## config.mk

```make
export PLATFORM = sky130hd
export DESIGN_NAME = dither_expand_flat
export DESIGN_NICKNAME = d
export VERILOG_FILES = /design/src/rtl/dither_expand_if.sv /design/src/rtl/dither_expand.sv /design/src/flat_wrapper.sv
export SDC_FILE = /design/constraint.sdc
export NUM_CORES = 1
export LEC_CHECK = 0
export CAP_MARGIN = 20
export CORE_MARGIN = 3
export CORE_UTILIZATION = 30
export DETAILED_ROUTE_END_ITERATION = 6
export PLACE_DENSITY = 0.58
export SYNTH_ARGS = -nofsm -noshare
export SYNTH_HDL_FRONTEND = slang
export SYNTH_SLANG_ARGS = --single-unit
```

## constraint.sdc

```tcl
create_clock -name clk -period 5 [get_ports clk]
set_input_delay 0.75 -clock clk [delete_from_list [all_inputs] [get_ports clk]]
set_output_delay 0.75 -clock clk [all_outputs]
set_load 0.02 [all_outputs]
```

## src/rtl/dither_expand_if.sv

```systemverilog
// Stream bundle for dither_expand: rounded words in, reconstructed words out.
// The master side feeds din and consumes dout; the slave side is the block.
interface dither_expand_if #(
  parameter int DIN = 16
);
  logic           din_valid;
  logic           din_ready;
  logic [DIN-1:0] din_data;
  logic           dout_valid;
  logic           dout_ready;
  logic [DIN-1:0] dout_data;

  modport master (
    output din_valid, din_data, dout_ready,
    input  din_ready, dout_valid, dout_data
  );

  modport slave (
    input  din_valid, din_data, dout_ready,
    output din_ready, dout_valid, dout_data
  );
endinterface

```

## src/rtl/dither_expand.sv

```systemverilog
// Refills rounded-away LSBs with LFSR dither, spreading each word over its cell.
// Output is a main register plus one skid register for full throughput.
module dither_expand #(
  parameter int          NBITS = 4,
  parameter int          DIN   = 16,
  parameter logic [15:0] SEED  = 16'hACE1
) (
  input logic            clk,
  input logic            rst,
  dither_expand_if.slave io
);

  localparam logic [DIN-1:0] HALF = DIN'(1) << (NBITS - 1);
  localparam logic [15:0]    MASK = 16'hB400;

  logic [15:0]    lfsr_q, lfsr_d;
  logic           out_valid_q, out_valid_d;
  logic [DIN-1:0] out_data_q, out_data_d;
  logic           skid_valid_q, skid_valid_d;
  logic [DIN-1:0] skid_data_q, skid_data_d;

  logic           din_ready;
  logic           accept;
  logic           pop;
  logic [DIN-1:0] word;
  logic [15:0]    lfsr_step;
  logic           unused_lsbs;

  // Ready depends only on local state and reset, never on dout_ready.
  assign din_ready   = ~skid_valid_q & ~rst;
  assign unused_lsbs = ^io.din_data[NBITS-1:0];

  assign io.din_ready  = din_ready;
  assign io.dout_valid = out_valid_q;
  assign io.dout_data  = out_data_q;

  always_comb begin
    lfsr_d       = lfsr_q;
    out_valid_d  = out_valid_q;
    out_data_d   = out_data_q;
    skid_valid_d = skid_valid_q;
    skid_data_d  = skid_data_q;

    accept = io.din_valid & din_ready;
    pop    = out_valid_q & io.dout_ready;

    word = {io.din_data[DIN-1:NBITS], lfsr_q[NBITS-1:0]} - HALF;
    lfsr_step = lfsr_q[0] ? ((lfsr_q >> 1) ^ MASK)
                          : (lfsr_q >> 1);

    if (accept) begin
      lfsr_d = lfsr_step;
    end

    if (!out_valid_q || pop) begin
      if (skid_valid_q) begin
        out_valid_d  = 1'b1;
        out_data_d   = skid_data_q;
        skid_valid_d = accept;
        if (accept) begin
          skid_data_d = word;
        end
      end else begin
        out_valid_d = accept;
        if (accept) begin
          out_data_d = word;
        end
      end
    end else if (accept) begin
      skid_valid_d = 1'b1;
      skid_data_d  = word;
    end
  end

  always_ff @(posedge clk) begin
    if (rst) begin
      lfsr_q       <= SEED;
      out_valid_q  <= 1'b0;
      out_data_q   <= '0;
      skid_valid_q <= 1'b0;
      skid_data_q  <= '0;
    end else begin
      lfsr_q       <= lfsr_d;
      out_valid_q  <= out_valid_d;
      out_data_q   <= out_data_d;
      skid_valid_q <= skid_valid_d;
      skid_data_q  <= skid_data_d;
    end
  end

endmodule
```

## src/flat_wrapper.sv

```systemverilog
// flat-port wrapper written by rule: the top's interface ports become plain ports
module dither_expand_flat 
#(
  parameter int          NBITS = 4,
  parameter int          DIN   = 16,
  parameter logic [15:0] SEED  = 16'hACE1
)
  (clk, rst, io_din_valid, io_din_data, io_dout_ready, io_din_ready, io_dout_valid, io_dout_data);
  dither_expand_if #(.DIN(DIN)) io_i ();
  input logic clk;
  input logic rst;
  input wire logic [$bits(io_i.din_valid)-1:0] io_din_valid;
  input wire logic [$bits(io_i.din_data)-1:0] io_din_data;
  input wire logic [$bits(io_i.dout_ready)-1:0] io_dout_ready;
  output wire logic [$bits(io_i.din_ready)-1:0] io_din_ready;
  output wire logic [$bits(io_i.dout_valid)-1:0] io_dout_valid;
  output wire logic [$bits(io_i.dout_data)-1:0] io_dout_data;
  assign io_i.din_valid = io_din_valid;
  assign io_i.din_data = io_din_data;
  assign io_i.dout_ready = io_dout_ready;
  assign io_din_ready = io_i.din_ready;
  assign io_dout_valid = io_i.dout_valid;
  assign io_dout_data = io_i.dout_data;
  dither_expand #(.NBITS(NBITS), .DIN(DIN), .SEED(SEED)) u_core (.clk(clk), .rst(rst), .io(io_i));
endmodule
```

---- After elaboration in Yosys (flattened, before gate mapping) ----
Index checks and enable logic that the tools add are counted.
cells by class
  $add $sub $neg .......................... 1
  equality and inequality tests ........... 1
  multiplexer cells ....................... 10
  bitwise logic cells ..................... 6
  reduce and logical (&&, ||, !) cells .... 5
operators with widths
  operator                                                               count
  16-bit 2-to-1 mux                                                      6
  16-bit by 4-bit subtractor with 16-bit output (second input constant)  1
  1-bit 2-to-1 mux                                                       4
  3-bit NOT with 4-bit output                                            1
  2-bit nonzero test                                                     2
  1-bit AND                                                              3
  2-bit by 1-bit != test with 1-bit output (second input constant)       1
  1-bit NOT                                                              2
  2-bit AND reduction                                                    1
  1-bit logical NOT                                                      1
  1-bit logical OR                                                       1
storage, ports and cells
  flip-flop bits (word level) ............. 50
  input bits .............................. 20
  output and inout port bits .............. 18
  word-level logic and storage cells ...... 28

---- Depth between registers and ports, before layout ----
  word-level depth ........................ 6
  gate-level depth with buffers ........... 7
  gate-level depth less buffers ........... 6

---- Least setup slack after synthesis ----
No wires, ideal clock.
  path type ............................... input to register
  start ................................... in io_din_data[7]
  end ..................................... reg u_core.out_data_q[15] (netlist: u_core.io.dout_data[15])
  library setup time ...................... 140 ps
  arrival ................................. 2288 ps
  required time ........................... 4860 ps
  slack ................................... 2572 ps
  stages .................................. 6
  path buffers ............................ 2
  path through ............................ buf_6 > or4_4 > buf_6 > or4_4 > xor2_1 > o311ai_2
between the ends
  word-level cells in the longest chain between the ends .. 3
ends and longest elaborated chain
  what                                           line                 RTL
  from (decl)                                    flat_wrapper.sv:13   input wire logic [$bits(io_i.din_data)-1:0] io_din_data;
  16-bit by 4-bit subtractor with 16-bit output  dither_expand.sv:47  word = {io.din_data[DIN-1:NBITS], lfsr_q[NBITS-1:0]} - HALF;
  16-bit 2-to-1 mux                              dither_expand.sv:65  if (accept) begin
  16-bit 2-to-1 mux                              dither_expand.sv:56  if (skid_valid_q) begin
  to (signal assigned)                           dither_expand.sv:85  out_data_q <= out_data_d;
  to (decl)                                      dither_expand.sv:18  logic [DIN-1:0] out_data_q, out_data_d;
Every way passes these cells. The select of a mux whose other input is x is not followed.
A chain may end at the register's enable or synchronous reset.

---- Final worst setup path ----
  start ................................... in rst
  end ..................................... out io_din_ready
between the ends
  word-level cells in the longest chain between the ends .. 2
ends and longest elaborated chain
  what         line                 RTL
  from (decl)  flat_wrapper.sv:11   input logic rst;
  1-bit NOT    dither_expand.sv:30  assign din_ready = ~skid_valid_q & ~rst;
  1-bit AND    dither_expand.sv:30
  to (decl)    flat_wrapper.sv:15   output wire logic [$bits(io_i.din_ready)-1:0] io_din_ready;
Every way passes these cells.

==> results.md <==
- In the final layout, the share of cells above drive strength 1 is 0.0780.
- The share of synthesized cell area in full adder, half adder and majority cells is 0.00568.
- The time the final worst path needs with I/O delays and setup is 3050 ps.
- Leaving out fill and tap cells, the most frequent cell in the layout is dfxtp_1.
- The detailed router placed 1920 vias in this run.
- The post-place instance area is 2580 um^2.
- Together, buffers and inverters on the worst path number 3.
- The layout overhead on the synthesized area is 22.8%.
- The slew at the pin closest to its max-slew limit is 603 ps.
- The CTS sink count is 50.
- STA puts the critical path data required time at 4250 ps.
- The number of core rows is 30.
- The region available for standard cell placement spans 6940 um^2.
- After synthesis, the largest family of logic cells by area is simple AND/OR/NAND/NOR gates.
- The xor/xnor share of the synthesized area is 0.0239.
- TritonCTS built the clock tree.
- The setup path with the least slack is of type in -> out.
- Counting every instance in the synthesized netlist gives 271.
- Entering global routing, the biggest net connects 48 pins.
- Setup repair after global routing left no endpoint under its margin.
- The dominant cell type by count on the critical path is clkdlybuf4s50_1.
- The kind of cell adding the most delay to the critical path is buffers and inverters.
- The count of distinct cell types in the synthesized netlist is 43.
- The mean area per synthesized cell is 8.13 um^2.
- For this run the aggregate overflow at the end of global routing stands at 0.
- At the worst endpoint, the arrival time is 2300 ps.
- Of the available clock period, the critical path in the final layout requires 0.609.
- For this configuration, the core starts out at a cell density of 0.317.
- After clock tree synthesis, the clock-pin slew on the worst setup and hold paths is 90 ps.
- The global-route wire length before repair is 8480 um.
- The later pin in the worst-skew pair is clocked with a latency of 310 ps.
- The warning count from the yosys run is 0.
- Walking the worst path, the cells encountered are clkdlybuf4s50_1 -> buf_4 -> nor2_1 -> clkdlybuf4s50_1.
- At the end of the flow the core is filled with cells to 0.390.
- The number of diodes is 0.
- The maximum vdd drop is 0.104 mV.
- In this design, the stage delay of the slowest critical-path cell is 560 ps.
- Synthesis inferred 50 register bits.
- The total of cells resized after clock tree synthesis is 0.
- STA classifies the critical path startpoint as an input pin.
- The reported max-cap violation count is 0.
- The clock arrives with 15.2 ps of skew.
- The wire length per cell is 12.9 um.
- The count of final hold-check violations is 0.
- The cell taking the most area after synthesis is dfxtp_1.
- For the final routed database, the setup TNS stands at 0 ps.
- The proportion of synthesized chip area in sequential cells is 0.455.
- Measured against its own limit, the worst slew margin works out to 0.598.
- Setup violations remaining at the end of the flow were counted as 0.
- The clock buffer count from CTS is 5.
- At the end of routability-driven placement, the weighted congestion stood at 0.820.
- Once detailed placement completed, the half-perimeter wirelength came to 3410 um.
- The average vias per placed instance is 4.91.
- STA classifies the critical path endpoint as an output pin.
- The library cells used most frequently in the layout, excluding fill and tap cells, are 50 x dfxtp_1, 46 x nand2_1, 33 x clkdlybuf4s50_1, 24 x nor2_1, 23 x nor3_1.
- Of the total synthesized cell area, the portion taken by AND, OR, NAND and NOR gates is 0.256.
- Buffers added to address setup during post-CTS repair amount to 0.
- Final hold analysis gives a worst-case slack of 438 ps.
- The master of the slowest instance on the critical path is clkdlybuf4s50_1.
- The width of the die is 91.7 um.
- The final-stage net count is 315.
- Of the post-synthesis cell area, the dominant cell type holds 0.455.
- Of the post-synthesis cell area, the part taken by muxes is 0.0136.
- The number of nets in the synthesized netlist is 292.
- The overall routing resource usage is 0.125.
- For this design the top-level I/O count stands at 38.
- The number of antenna violations at the first check in global routing was 0.
- Input and output buffers added on the ports amount to 33.
- The post-detailed-route DRC marker count is 0.
- The overall die height is 91.7 um.
- Hold repair after CTS inserted 0 buffers.
- The first detailed-routing pass ran for 4 iterations.
- The worst hold path belongs to the class reg -> reg.
- The number of global-route vias before repair is 1828.
- The clock tree buffer depth is 2.
- The flow ran to the end, and the final reports show no timing, DRC or antenna violations.
- Once layout is done, the placed cells without fillers occupy 2710 um^2.
- Along the worst path, the maximum fanout reaches 47.
- Dividing total power by cell area gives a power density of 314 nW/um^2.
- The upper clock frequency limit is 328 MHz.
- CTS built an H-tree with a depth of 2.
- The final count of pins violating max slew is 0.
- By area the synthesized netlist is led by dfxtp_1 45%, nand2_1 7.8%, nor3_1 5.2%.
- The netlist area before placement is 2200 um^2.
- Summed over all layers, the routed wires come to 5050 um.
- The synthesized-area fraction occupied by ao, oa, aoi and oai cells was 0.190.
- The cell leakage power is 0.907 nW.
- CTS placed an instance of clkbuf_8 at the clock tree root.
- The count of nets left with antenna violations once routing finished came out at 0.
- The detailed router's first-iteration violation count is 96.
- The die outline area is 8400 um^2.
worst reg2reg max path, stage by stage, from the launching register on:
cell and delay (ps):
dfxtp_1 370, inv_1 100, ha_1 190, or3b_2 530, or4_4 450, xor2_1 260
a211oi_2 110
cells by family after synthesis:
| kind of cell | after synthesis |
|---|---|
| flip-flops | 50 |
| AO/OA/AOI/OAI | 62 |
| XOR/XNOR | 6 |
| adder cells (fa/ha/maj) | 1 |
| buffers and inverters | 29 |
| multiplexers | 3 |
| AND/OR/NAND/NOR | 120 |
layer usage:
metal,track usage,share of wire,vias up
met3,0.0304,0.053,7
met2,0.211,0.46,39
met5,0,0,-
met1,0.155,0.47,879
li1,-,-,995
met4,0.0415,0.013,0
cell type report:
class | instances | area, um^2
fillers | 711 | 4240
flip-flops and latches | 50 | 1000
repair buffers | 38 | 368
inverters | 7 | 26.3
clock buffers | 5 | 68.8
well taps | 96 | 120
clock inverters | 3 | 45.0
multi-input cells | 192 | 1080
registers in the layout (all words and copies together), names as in the netlist:
register and cells:
u_core.io.dout_data 16, u_core.io.dout_valid 1, u_core.lfsr_q 16, u_core.skid_data_q 16, u_core.skid_valid_q 1
where the power goes:
part / total (mW) / internal, mW / switching, mW
Combinational: 0.123 / 0.0554 / 0.0672
Sequential: 0.437 / 0.423 / 0.0139
Clock: 0.289 / 0.149 / 0.140
Total: 0.848 / 0.627 / 0.221
synth_stat cells (all sizes together):
| cell type | number |
|---|---|
| and4 | 1 |
| nor3b | 2 |
| a31oi | 3 |
| nand4 | 1 |
| nand3 | 8 |
| o311ai | 4 |
| nor2b | 1 |
| or4 | 3 |
| xor2 | 2 |
| inv | 7 |
| ha | 1 |
| o21a | 1 |
| o211ai | 3 |
| xnor2 | 4 |
| clkbuf | 17 |
| or3b | 2 |
| o31a | 3 |
| o41ai | 2 |
| mux2i | 3 |
| nor3 | 23 |
| nor2 | 24 |
| nand2 | 46 |
| a21o | 1 |
| nor4 | 4 |
| o21ai | 16 |
| buf | 5 |
| nand2b | 4 |
| dfxtp | 50 |
| a211oi | 9 |
| or3 | 1 |
| o41a | 1 |
| a311oi | 1 |
| a21oi | 15 |
| a21boi | 1 |
| o31ai | 2 |
final timing paths:
check                   start                     end  slack, ps  cells past startpoint
min          u_core.lfsr_q[7]        u_core.lfsr_q[6]        440                      2
max reg2reg  u_core.lfsr_q[3]  u_core.skid_data_q[15]       2840                      6
max                       rst            io_din_ready       1950                      4
min reg2reg  u_core.lfsr_q[7]        u_core.lfsr_q[6]        440                      2
metrics by stage:
step | power [mW] | setup slack [ps] | std cells
after CTS | 0.859 | 1950 | 390
after detailed placement | 0.569 | 1920 | 382
after global placement | 0.568 | 1910 | 382
final | 0.848 | 1950 | 391
after global routing | 0.893 | 1870 | 391
after floorplan | 0.520 | 2570 | 271
Note: power is estimated with default switching activity, not from simulation.
